### config.mk
export PLATFORM = sky130hd
export DESIGN_NAME = uart_receiver
export DESIGN_NICKNAME = d
export VERILOG_FILES = /design/src/rtl/uart_pkg.sv /design/src/rtl/uart_bit_sampler.sv /design/src/rtl/uart_receiver.sv
export SDC_FILE = /design/constraint.sdc
export NUM_CORES = 1
export LEC_CHECK = 0
export CORE_MARGIN = 1.5
export CORE_UTILIZATION = 45
export DETAILED_ROUTE_END_ITERATION = 8
export GPL_ROUTABILITY_DRIVEN = 0
export PLACE_DENSITY = 0.72
export SYNTH_ARGS = -nofsm -noshare
export SYNTH_HDL_FRONTEND = slang
export SYNTH_SLANG_ARGS = --single-unit
export TNS_END_PERCENT = 50
### constraint.sdc
create_clock -name clk -period 4.8 [get_ports clk]
set_clock_uncertainty 0.15 [all_clocks]
set_input_delay 0.72 -clock clk [delete_from_list [all_inputs] [get_ports clk]]
set_output_delay 0.72 -clock clk [all_outputs]
set_load 0.01 [all_outputs]
### src/rtl/uart_pkg.sv
// Shared types and helpers for the UART receive path.
package uart_pkg;

    typedef enum logic [2:0] {
        IDLE      = 3'd0,
        START     = 3'd1,
        DATA      = 3'd2,
        STOP      = 3'd3,
        WAIT_HIGH = 3'd4
    } state_t;

    localparam int DEF_CLKS_PER_BIT = 5208;
    localparam int DEF_DATA_BITS    = 8;

    function automatic logic majority3(input logic a, input logic b, input logic c);
        return (a & b) | (a & c) | (b & c);
    endfunction

endpackage

### src/rtl/uart_bit_sampler.sv
// Line synchroniser, per-bit sample counter and 3-sample majority vote.
// bit_tick strobes at the decision point, bit_end on the last cycle of a bit.
module uart_bit_sampler
    import uart_pkg::*;
#(
    parameter int CLKS_PER_BIT = DEF_CLKS_PER_BIT
) (
    input  logic clk,
    input  logic rst,
    input  logic din,
    input  logic en,
    input  logic clear,
    output logic ds,
    output logic bit_val,
    output logic bit_tick,
    output logic bit_end
);

    localparam int CW = $clog2(CLKS_PER_BIT);
    localparam int M  = CLKS_PER_BIT / 2;
    localparam logic [CW-1:0] CNT_S0   = CW'(M - 1);
    localparam logic [CW-1:0] CNT_S1   = CW'(M);
    localparam logic [CW-1:0] CNT_DEC  = CW'(M + 1);
    localparam logic [CW-1:0] CNT_LAST = CW'(CLKS_PER_BIT - 1);

    logic          sync1;
    logic          sync2;
    logic [CW-1:0] cnt;
    logic          smp0;
    logic          smp1;

    // Synchroniser resets to the idle-line level so reset never looks like a start bit.
    always_ff @(posedge clk) begin
        if (rst) begin
            sync1 <= 1'b1;
            sync2 <= 1'b1;
        end else begin
            sync1 <= din;
            sync2 <= sync1;
        end
    end

    always_ff @(posedge clk) begin
        if (rst || !en || clear) begin
            cnt <= '0;
        end else if (cnt == CNT_LAST) begin
            cnt <= '0;
        end else begin
            cnt <= cnt + CW'(1);
        end
    end

    always_ff @(posedge clk) begin
        if (rst) begin
            smp0 <= 1'b1;
            smp1 <= 1'b1;
        end else begin
            if (en && cnt == CNT_S0) smp0 <= sync2;
            if (en && cnt == CNT_S1) smp1 <= sync2;
        end
    end

    // Third sample is the live synchronised line at the decision cycle.
    assign ds       = sync2;
    assign bit_val  = majority3(smp0, smp1, sync2);
    assign bit_tick = en && (cnt == CNT_DEC);
    assign bit_end  = en && (cnt == CNT_LAST);

endmodule

### src/rtl/uart_receiver.sv
// 8N1 UART receiver: start-bit validation, LSB-first deserialisation and a
// single-entry valid/ready holding register with framing/overrun pulses.
//
//   state     | meaning
//   ----------+-----------------------------------------------------------
//   IDLE      | line high, waiting for a falling edge on ds
//   START     | verifying the start bit; majority high means a glitch
//   DATA      | shifting in DATA_BITS bits, LSB first
//   STOP      | deciding the stop bit; good stop delivers, bad stop flags
//   WAIT_HIGH | after a framing error, wait for the line to return high
module uart_receiver
    import uart_pkg::*;
#(
    parameter int CLKS_PER_BIT = DEF_CLKS_PER_BIT,
    parameter int DATA_BITS    = DEF_DATA_BITS
) (
    input  logic                 clk,
    input  logic                 rst,
    input  logic                 din,
    output logic [DATA_BITS-1:0] out_data,
    output logic                 out_valid,
    input  logic                 out_ready,
    output logic                 frame_err,
    output logic                 overrun
);

    localparam int IW = $clog2(DATA_BITS) + 1;
    localparam logic [IW-1:0] LAST_BIT = IW'(DATA_BITS - 1);

    state_t               state;
    state_t               state_nx;
    logic [IW-1:0]        bit_idx;
    logic [DATA_BITS-1:0] shift_reg;

    logic ds;
    logic bit_val;
    logic bit_tick;
    logic bit_end;
    logic busy;
    logic busy_nx;
    logic deliver;
    logic stop_bad;

    uart_bit_sampler #(
        .CLKS_PER_BIT(CLKS_PER_BIT)
    ) u_sampler (
        .clk     (clk),
        .rst     (rst),
        .din     (din),
        .en      (busy),
        .clear   (!busy_nx),
        .ds      (ds),
        .bit_val (bit_val),
        .bit_tick(bit_tick),
        .bit_end (bit_end)
    );

    always_ff @(posedge clk) begin
        if (rst) begin
            state <= IDLE;
        end else begin
            state <= state_nx;
        end
    end

    always_comb begin
        state_nx = state;
        unique case (state)
            IDLE: begin
                if (!ds) state_nx = START;
            end
            START: begin
                if (bit_tick && bit_val) begin
                    state_nx = IDLE;
                end else if (bit_end) begin
                    state_nx = DATA;
                end
            end
            DATA: begin
                if (bit_end && bit_idx == LAST_BIT) state_nx = STOP;
            end
            STOP: begin
                // Leave at the decision point so the next start edge is caught early.
                if (bit_tick) state_nx = bit_val ? IDLE : WAIT_HIGH;
            end
            WAIT_HIGH: begin
                if (ds) state_nx = IDLE;
            end
            default: state_nx = IDLE;
        endcase
    end

    always_comb begin
        busy     = (state == START) || (state == DATA) || (state == STOP);
        busy_nx  = (state_nx == START) || (state_nx == DATA) || (state_nx == STOP);
        deliver  = (state == STOP) && bit_tick && bit_val;
        stop_bad = (state == STOP) && bit_tick && !bit_val;
    end

    always_ff @(posedge clk) begin
        if (rst || state != DATA) begin
            bit_idx <= '0;
        end else if (bit_end) begin
            bit_idx <= bit_idx + IW'(1);
        end
    end

    always_ff @(posedge clk) begin
        if (rst) begin
            shift_reg <= '0;
        end else if (state == DATA && bit_tick) begin
            shift_reg[bit_idx[IW-2:0]] <= bit_val;
        end
    end

    // Holding register: a new byte may replace the old one only in the cycle it is consumed.
    always_ff @(posedge clk) begin
        if (rst) begin
            out_data  <= '0;
            out_valid <= 1'b0;
            frame_err <= 1'b0;
            overrun   <= 1'b0;
        end else begin
            frame_err <= stop_bad;
            overrun   <= deliver && out_valid && !out_ready;
            if (deliver && (!out_valid || out_ready)) begin
                out_data  <= shift_reg;
                out_valid <= 1'b1;
            end else if (out_valid && out_ready) begin
                out_valid <= 1'b0;
            end
        end
    end

endmodule
# Word level (Yosys, flattened, before mapping)
# Cells that the tools add are included.
[word_totals]
ff_bits = 43
input_bits = 4
out_inout_bits = 11
word_cells = 78
[op_classes]
addsub = 2
magnitude_cmp = 2
eq_ne = 13
n_mux = 13
bitwise_logic = 5
n_reduce_logical = 31
[ops]
columns = ["op", "count"]
rows = [
  ["$eq A13 B12 Y1 const B", 3],
  ["$mux W3", 7],
  ["$logic_and A1 B1 Y1", 15],
  ["$pmux W3 S5", 1],
  ["$add A13 B1 Y13 const B", 1],
  ["$eq A13 B13 Y1 const B", 1],
  ["$eq A3 B2 Y1 const B", 4],
  ["$bwmux W8", 1],
  ["$logic_or A1 B1 Y1", 8],
  ["$eq A3 B1 Y1 const B", 2],
  ["$logic_not A1 Y1", 5],
  ["$add A4 B1 Y4 const B", 1],
  ["$eq A4 B3 Y1 const B", 1],
  ["$lt A3 B4 Y1 const B", 1],
  ["$and A1 B1 Y1", 3],
  ["$demux W1 S3", 1],
  ["$eq A3 B3 Y1 const B", 1],
  ["$ge A3 B1 Y1 const B", 1],
  ["$logic_not A3 Y1", 1],
  ["$mux W1", 3],
  ["$ne A3 B2 Y1 const B", 1],
  ["$or A1 B1 Y1", 2],
  ["$reduce_bool A2 Y1", 1],
  ["$reduce_or A2 Y1", 1],
]

# Depth between registers and ports, before layout
# Gate-level depths: netlist of the first run.
[logic_depth]
ltp_word = 13
ltp_mapped = 8

# Hierarchy
# From an unflattened synthesis of the first run, not the netlist that was laid out.
[hier_totals]
cells_unflattened = 210
hier_area_um2 = 2014.4
[by_module_without_submodules]
columns = ["module", "n_inst", "cells_per_inst", "area_per_inst_um2", "seq_area_each_um2"]
rows = [
  ["uart_receiver", 1, 120, 1181.1, 520.5],
  ["uart_bit_sampler", 1, 90, 833.3, 340.3],
]

# Worst setup path after synthesis of the first run
# Ideal clock, no wire load.
[synth_timing]
path_type = "register -> register"
start = "register u_sampler.cnt[0]"
end = "register u_sampler.cnt[2]"
arrival_time_ns = 1.814
path_slack_ns = 2.758
stages_incl_launch_ff = 9
path_cell_list = "dfxtp_1 > ha_1 > and4_4 > and3_4 > or3b_1 > buf_2 > nand2b_4 > buf_6 > nor3_1"
[synth_via]
elab_chain_cells = 11
elab_cells_between_ends = 20
cone_classes = "add/sub: 1; eq/ne: 5; mux: 5; reduce/logical: 9"
[synth_lines]
columns = ["item", "line", "rtl"]
rows = [
  ["from (decl)", "uart_bit_sampler.sv:28", "logic [CW-1:0] cnt;"],
  ["from (signal assigned)", "uart_bit_sampler.sv:49", "cnt <= cnt + CW'(1);"],
  ["$eq A13 B13 Y1 / $eq A13 B12 Y1 (equally long branches)", "uart_bit_sampler.sv:46, uart_bit_sampler.sv:67, uart_bit_sampler.sv:66", ""],
  ["$logic_and A1 B1 Y1 (on tied branches)", "uart_bit_sampler.sv:67, uart_bit_sampler.sv:66", ""],
  ["$mux W3 (tied with other cells)", "uart_receiver.sv:75", "end else if (bit_end) begin"],
  ["$mux W3 (on tied branches)", "uart_receiver.sv:73, uart_receiver.sv:80", ""],
  ["$pmux W3 S5", "uart_receiver.sv:68", "unique case (state)"],
  ["$eq A3 B1 Y1 / $eq A3 B2 Y1 (equally long branches)", "uart_receiver.sv:95", "busy_nx = (state_nx == START) || (state_nx == DATA) || (state_nx == STOP);"],
  ["$logic_or A1 B1 Y1 (2 in series)", "uart_receiver.sv:95", ""],
  ["$logic_not A1 Y1", "uart_receiver.sv:51", ".clear (!busy_nx),"],
  ["$logic_or A1 B1 Y1", "uart_bit_sampler.sv:44", "if (rst || !en || clear) begin"],
  ["$reduce_or A2 Y1 (no line)", "-", ""],
]
# Parallel ways exist; a longest one is shown, timed or not.
# A chain may end at the register's enable or synchronous reset.

# Worst setup path after layout of the first run
[layout_timing]
start = "input rst"
end = "register u_sampler.cnt[2]"
[layout_via]
elab_chain_cells = 3
[layout_lines]
columns = ["item", "line", "rtl"]
rows = [
  ["from (decl)", "uart_receiver.sv:18", "input logic rst,"],
  ["$logic_or A1 B1 Y1 (2 in series)", "uart_bit_sampler.sv:44", ""],
  ["$reduce_or A2 Y1 (no line)", "-", ""],
]
# Every way passes these cells.

==> results of run 1 <==
## cell type report
| cell class | instances | area [sq um] |
|---|---|---|
| clock buffers | 6 | 82.6 |
| clock inverters | 1 | 5.00 |
| fillers | 415 | 2090 |
| inverters | 3 | 11.3 |
| multi-input cells | 153 | 1120 |
| flip-flops and latches | 43 | 861 |
| well taps | 52 | 65.1 |
| repair buffers | 15 | 148 |
## cells in the mapped netlist (2+ instances only)
cell type	number	area share, %
nand2b_1	12	3.6
nor2_1	23	4.2
nand4_1	4	1.2
clkbuf_1	6	1.1
buf_4	2	0.73
nor4b_4	2	2.3
dfxtp_1	43	42
ha_1	4	2.4
nor3b_1	4	1.5
nand3b_1	5	1.8
xor2_1	8	3.4
buf_6	2	1.1
or2_2	4	1.2
mux2i_1	17	8.3
inv_1	3	0.55
and4_4	2	1.1
and3_1	6	1.8
nand3_1	8	1.9
o21ai_0	2	0.49
nor3_1	12	2.9
a21oi_1	2	0.49
nor2b_1	2	0.61
nand2_1	9	1.6
xnor2_1	6	2.6
## logic make-up after synthesis
group / synth area share, %
XOR/XNOR: 5.95
AND/OR/NAND/NOR: 31.7
multiplexers: 8.26
AO/OA/AOI/OAI: 5.53
buffers and inverters: 3.89
adder cells (fa/ha/maj): 2.91
flip-flops: 41.8
## through the flow
stage                     hold slack (ns)  cells  util (%)
after floorplan                     0.239    211         -
after global placement              0.245    266      50.3
after detailed placement            0.248    266      50.3
after CTS                           0.267    273      52.3
after global routing                0.281    273      52.3
final                               0.263    273      52.3
## report_power, final
part,switching (uW),total (uW),internal (uW),leakage [uW]
Combinational,9.61,17.6,8.03,0.000380
Sequential,1.75,359,358,0.000347
Clock,114,227,113,0.0000470
Total,125,604,479,0.000774
## final timing paths
| check | startpoint | endpoint | slack [ns] | cells after the start |
|---|---|---|---|---|
| worst max-delay path | rst | u_sampler.cnt[2] | 2.21 | 4 |
| worst min-delay path | u_sampler.sync1 | u_sampler.ds | 0.26 | 1 |
| worst max register to register | u_sampler.cnt[5] | u_sampler.cnt[2] | 2.62 | 5 |
| worst min register to register | u_sampler.sync1 | u_sampler.ds | 0.26 | 1 |
## routing by layer
| metal | vias up | global-route usage [%] | wire (um) |
|---|---|---|---|
| li1 | 758 | - | - |
| met1 | 683 | 18.6 | 1640 |
| met2 | 15 | 26.3 | 1690 |
| met3 | 5 | 3.85 | 77 |
| met4 | 0 | 5.03 | 42 |
| met5 | - | 0 | 0 |
## worst reg2reg max path: stages (launching register included)
cell       delay, ns
dfxtp_1         0.44
nor4b_4         0.44
and4_4          0.33
a21oi_2         0.07
a2111oi_4       0.50
nor3_1          0.13
==> flow_metrics.tcl, run 1 <==
set metrics [dict create \
    cts_buffer_depth 2 \
    ys_ff_latch 43 \
    tightest_slew_ns 0.868 \
    cp.required_ns 4.86 \
    cts_setup_buffers 0 \
    yosysWarnings 0 \
    drt-total-wl_um 3450 \
    cts_hold_buffers 0 \
    grt_first_pass_wirelength_um 6150 \
    cp-end-kind "register" \
    row_count 24 \
    period_needed_ns 2.59 \
    clkTransAtPathRegs_ns 0.07 \
    synth_edf_count 0 \
    cap_violations 0 \
    syn_avg_cell_area_sq_um 9.77 \
    setup_violations 0 \
    ant_nets 0 \
    drtIter0Drc 59 \
    io_buffers 14 \
    cts_tree "done" \
    antenna_found_initial 0 \
    synth.cell_area_sq_um 2060 \
    critPathBufInv 1 \
    dieArea_sq_um 4990 \
    core-area_sq_um 4380 \
    syn_inst 211 \
    wl_per_cell_um 12.6 \
    design_area_sq_um 2290 \
    drc 0 \
    path_class "in2reg" \
    drtPass1Iterations 4 \
    hpwl_um 2480 \
    final_common_cell "dfxtp_1" \
    nets 229 \
    critical-path-top-delay-family "simple AND/OR/NAND/NOR gates" \
    ys_types 47 \
    slowest_delay_ns 0.86 \
    root_buffer "clkbuf_8" \
    slew_viol_final 0 \
    fin_ws_ns 2.21 \
    power.leakage_uw 0.000774 \
    insertion_delay_ns 0.28 \
    grt_remaining_overflow 0 \
    antenna_cells 0 \
    die_h_um 70.7 \
    place_ws_ns 1.87 \
    fin_tns_setup_ns 0 \
    powerDensity_nw_per_um2 263 \
    synth_nets 219 \
    ios 15 \
    layout-drive-gt1-share_pct 11.3 \
    start_util_pct 47.0 \
    grt_pass1_vias 1357 \
    crit_fanout 29 \
    largest_reg_flops 13 \
    worstPathCellList "clkdlybuf4s50_1 > or3b_1 > nand2b_4 > nor3_1" \
    cts_buffers 5 \
    cts_sinks 43 \
    period_share_pct 53.9 \
    slowest_stage "clkdlybuf4s50_1" \
    fmax_mhz 386 \
    synthFlopType "dfxtp_1" \
    critPathLaunchType "input pin" \
    avgViaCountPerCell 5.35 \
    hold_viol_final 0 \
    synth-async-reset-ratio_pct 0 \
    hp-class "reg2reg" \
    critPathArrivalTime_ns 2.65 \
    finalPower_uw 604 \
    rsz0062_at_grt "false" \
    dpl_cell_area_sq_um 2200 \
    maxSlewHeadroom_pct 42.0 \
    die_x_um 70.7 \
    vdd_drop_max_v 0.000203 \
    status "complete, no violations" \
    synth.yosys.seq_area_share_pct 41.8 \
    vias 1461 \
    cts_htree_levels 2 \
    ctsResizeCount 0 \
    grt_max_degree 30 \
    syn_to_final_growth_pct 11.2 \
    mostFrequentLayoutCells "dfxtp_1 (43), nor2_1 (23), mux2i_1 (17)" \
    grt.total_usage_pct 15.2 \
]
No activity file was read; power rests on OpenSTA's default activity.
==> inputs of run 2 (changes only) <==
--- a/config.mk
+++ b/config.mk
@@ -9,7 +9,7 @@
 export CORE_UTILIZATION = 45
 export DETAILED_ROUTE_END_ITERATION = 8
 export GPL_ROUTABILITY_DRIVEN = 0
-export PLACE_DENSITY = 0.72
+export PLACE_DENSITY = 0.74
 export SYNTH_ARGS = -nofsm -noshare
 export SYNTH_HDL_FRONTEND = slang
 export SYNTH_SLANG_ARGS = --single-unit
==> constraint.sdc (replaced) <==
create_clock -name clk -period 2.2 [get_ports clk]
set_clock_uncertainty 0.15 [all_clocks]
set_input_delay 0.33 -clock clk [delete_from_list [all_inputs] [get_ports clk]]
set_output_delay 0.33 -clock clk [all_outputs]
set_load 0.01 [all_outputs]
==> flow_metrics.tcl, run 2 (same netlist as run 1, synthesis figures left out) <==
set metrics [dict create \
    rr_worst_depth 6 \
    p_switching_uw 285 \
    powerDensity_nw_per_um2 583 \
    fin_ws_ns 0.173 \
    setup_violations 0 \
    hold_viol_final 0 \
    seqPwrFrac_pct 57.0 \
    start_util_pct 47.0 \
    period_needed_ns 2.03 \
    critPathLaunchType "register" \
    insertion_delay_ns 0.29 \
    cts_tree "done" \
    drt-total-wl_um 3630 \
    core-area_sq_um 4380 \
    ios 15 \
    cts_htree_levels 2 \
    wl_per_cell_um 12.9 \
    comb_power_share_pct 3.4 \
    cap_violations 0 \
    slowest_stage "nor4b_4" \
    min_path_cells 1 \
    hp-class "reg2reg" \
    cp.required_ns 2.23 \
    vdd_drop_max_v 0.000458 \
    largest_reg_flops 13 \
    fin_hold_ws_ns 0.275 \
    drtIter0Drc 114 \
    root_buffer "clkbuf_8" \
    antenna_found_initial 0 \
    p_int_uw 1090 \
    fmax_mhz 493 \
    drtPass1Iterations 4 \
    antenna_cells 0 \
    grt_first_pass_wirelength_um 6250 \
    slew_viol_final 0 \
    cts_setup_buffers 0 \
    row_count 24 \
    cts_sinks 43 \
    drc 0 \
    power.leakage_uw 0.000813 \
    mostFrequentLayoutCells "dfxtp_1 (43), nor2_1 (23), mux2i_1 (17)" \
    critical-path-top-delay-family "simple AND/OR/NAND/NOR gates" \
    io_buffers 14 \
    vias 1482 \
    hpwl_um 2580 \
    layout-drive-gt1-share_pct 14.0 \
    power_switching_share_pct 20.8 \
    cts_hold_buffers 0 \
    critPathArrivalTime_ns 2.06 \
    path_class "reg2reg" \
    syn_to_final_growth_pct 14.4 \
    dpl_cell_area_sq_um 2250 \
    cts_buffer_depth 2 \
    crit_fanout 8 \
    nets 236 \
    cts_buffers 5 \
    rsz0062_at_grt "false" \
    grt_remaining_overflow 0 \
    fin_tns_setup_ns 0 \
    clkTransAtPathRegs_ns 0.08 \
    die_h_um 70.7 \
    place_ws_ns 0.154 \
    avgViaCountPerCell 5.27 \
    grt_max_degree 22 \
    worstPathCellList "nor4b_4 > nand4_4 > nor3b_1 > buf_4 > mux2i_1 > nor2_1" \
    grt.total_usage_pct 15.5 \
    ant_nets 0 \
    finalPower_uw 1370 \
    design_area_sq_um 2360 \
    cp.depth 6 \
    period_share_pct 92.1 \
    grt_pass1_vias 1395 \
    status "complete, no violations" \
    maxSlewHeadroom_pct 69.8 \
    slowest_delay_ns 0.48 \
    dieArea_sq_um 4990 \
    final_common_cell "dfxtp_1" \
    power_frac_clock_pct 39.6 \
    critPathBufInv 1 \
    die_x_um 70.7 \
    tightest_slew_ns 0.450 \
    ctsResizeCount 0 \
    cp-end-kind "register" \
]
[run 2: per-stage QoR]
step | instances | utilization [%]
after global placement | 272 | 51.3
final | 281 | 53.8
after floorplan | 211 | -
after global routing | 281 | 53.8
after CTS | 280 | 53.6
after detailed placement | 272 | 51.3
[run 2: metal layers]
metal	share of wire (%)	track usage [%]	wire length, um	vias to the layer above
li1	-	-	-	768
met1	48	19.4	1750	685
met2	47	25.9	1700	19
met3	2.6	3.56	96	10
met4	2.3	6.29	82	0
met5	0	0	0	-
[run 2: worst register-to-register path: cells and delay by family (launching register included)]
family	cells	cell delay [ns]
buffers and inverters	1	0.23
DFF	1	0.37
muxes	1	0.20
and+or+nand+nor	4	0.96
[run 2: power groups by stage]
stage               Combinational [uW]  Clock [uW]  Sequential (uW)
floorplan                         33.5           0              800
global placement                  46.3           0              803
detailed placement                46.8           0              803
CTS                               46.6         554              784
global route                      50.4         579              785
finish                            46.2         544              784
[run 2: path summary, 6_finish.rpt]
check | startpoint | endpoint | slack (ns)
max | u_sampler.cnt[6] | out_data[6] | 0.17
min | u_sampler.sync1 | u_sampler.ds | 0.27
max reg2reg | u_sampler.cnt[6] | out_data[6] | 0.17
min reg2reg | u_sampler.sync1 | u_sampler.ds | 0.27
[run 2: cell type report]
| cell class | instances | area, sq um |
|---|---|---|
| fill | 404 | 2030 |
| multi-input combinational | 153 | 1120 |
| sequential | 43 | 861 |
| timing repair buffer | 22 | 200 |
| clock buffer | 8 | 100 |
| tap | 52 | 65.1 |
| inverter | 3 | 11.3 |
==> inputs of run 3 (changes only) <==
--- a/config.mk
+++ b/config.mk
@@ -7,9 +7,11 @@
 export LEC_CHECK = 0
 export CORE_MARGIN = 1.5
 export CORE_UTILIZATION = 45
+export CTS_CLUSTER_DIAMETER = 100
 export DETAILED_ROUTE_END_ITERATION = 8
 export GPL_ROUTABILITY_DRIVEN = 0
 export PLACE_DENSITY = 0.74
+export SETUP_SLACK_MARGIN = 0.5
 export SYNTH_ARGS = -nofsm -noshare
 export SYNTH_HDL_FRONTEND = slang
 export SYNTH_SLANG_ARGS = --single-unit
==> flow_metrics.tcl, run 3 (same netlist as run 1, synthesis figures left out) <==
set metrics [dict create \
    worstPathCellList "nor4b_4 > and4_4 > a21oi_2 > a2111oi_4 > buf_6 > nor3_2" \
    layout-drive-gt1-share_pct 29.0 \
    busiest_layer "met2" \
    cp.required_ns 2.23 \
    root_buffer "clkbuf_8" \
    use_met2_pct 30.2 \
    place_ws_ns 0.184 \
    grt_pass1_vias 1559 \
    grt_remaining_overflow 0 \
    largest_reg_flops 13 \
    antenna_cells 0 \
    cts_htree_levels 2 \
    syn_to_final_growth_pct 25.0 \
    cts_hold_buffers 0 \
    met1_usage_pct 20.3 \
    cp.depth 6 \
    drc 0 \
    min_path_cells 1 \
    design_area_sq_um 2570 \
    critPathArrivalTime_ns 1.93 \
    ant_nets 0 \
    die_h_um 70.7 \
    grt_max_degree 20 \
    clkTransAtPathRegs_ns 0.08 \
    hpwl_um 2590 \
    powerDensity_nw_per_um2 518 \
    slowest_delay_ns 0.42 \
    mostFrequentLayoutCells "dfxtp_1 (35), nor2_1 (23), buf_4 (18)" \
    final_core_util_pct 58.7 \
    critPathLaunchType "register" \
    slowest_stage "nor4b_4" \
    hp-class "reg2reg" \
    maxSlewHeadroom_pct 68.3 \
    hold_viol_final 0 \
    n_fill_cell 380 \
    insertion_delay_ns 0.29 \
    fin_ws_ns 0.297 \
    antenna_found_initial 0 \
    vias 1565 \
    grt_use_met3_pct 6.27 \
    dieArea_sq_um 4990 \
    cts_sinks 43 \
    status "complete, no violations" \
    start_util_pct 47.0 \
    finalPower_uw 1330 \
    period_share_pct 86.5 \
    row_count 24 \
    cts_buffer_depth 2 \
    cp-end-kind "register" \
    grt_first_pass_wirelength_um 6860 \
    final_common_cell "dfxtp_1" \
    fmax_mhz 525 \
    rsz0062_at_grt "true" \
    path_class "reg2reg" \
    vdd_drop_max_v 0.000379 \
    power.leakage_uw 0.000884 \
    cap_violations 0 \
    drt-total-wl_um 4140 \
    avgViaCountPerCell 5.34 \
    critPathBufInv 1 \
    cts_buffers 5 \
    tightest_slew_ns 0.475 \
    core-area_sq_um 4380 \
    critical-path-top-delay-family "simple AND/OR/NAND/NOR gates" \
    wl_per_cell_um 14.1 \
    drtIter0Drc 83 \
    die_x_um 70.7 \
    rr_worst_depth 6 \
    crit_fanout 8 \
    nets 249 \
    slew_viol_final 0 \
    io_buffers 14 \
    ios 15 \
    dpl_cell_area_sq_um 2280 \
    fin_tns_setup_ns 0 \
    period_needed_ns 1.90 \
    drtPass1Iterations 4 \
    grt.total_usage_pct 17.4 \
    setup_violations 0 \
    cts_tree "done" \
]
==> run 3: cell count changes in the layout (fill, tap and decap cells not counted), sizes merged <==
cell	delta
clkinv	+1
buf	+13
clkbuf	-2
==> run 3: where the power goes <==
part | switching, uW | internal [uW]
clock network | 258 | 246
logic | 26.2 | 23.7
registers | 4.18 | 774
total | 289 | 1040
==> run 3: final cells by class <==
cell class | instances | area [sq um] | area share [%]
flip-flops and latches | 43 | 883 | 34.3
clock inverters | 1 | 5.00 | 0.194
clock buffers | 6 | 82.6 | 3.21
multi-input cells | 153 | 1220 | 47.3
well taps | 52 | 65.1 | 2.53
inverters | 3 | 11.3 | 0.437
repair buffers | 35 | 309 | 12.0
==> run 3: final timing paths <==
check	startpoint	endpoint	slack, ns
worst min register to register	u_sampler.sync1	u_sampler.ds	0.27
worst max-delay path	u_sampler.cnt[7]	u_sampler.cnt[11]	0.30
worst max register to register	u_sampler.cnt[7]	u_sampler.cnt[11]	0.30
worst min-delay path	u_sampler.sync1	u_sampler.ds	0.27
==> run 3: repair_timing <==
item	in CTS	in global routing
pin swaps	11	8
gates resized for setup	21	10
setup buffers	10	4
cloned	0	0
setup endpoints to repair	38	40
==> run 3: through the flow <==
stage / instances / hold slack, ns
floorplan: 211 / 0.239
global placement: 272 / 0.247
detailed placement: 272 / 0.250
CTS: 289 / 0.270
global route: 293 / 0.292
finish: 293 / 0.269
==> run 3: routing by layer <==
layer  vias to the layer above  wire (um)
li1                        794          -
met1                       737       1850
met2                        23       2080
met3                        11        129
met4                         0         84
met5                         -          0
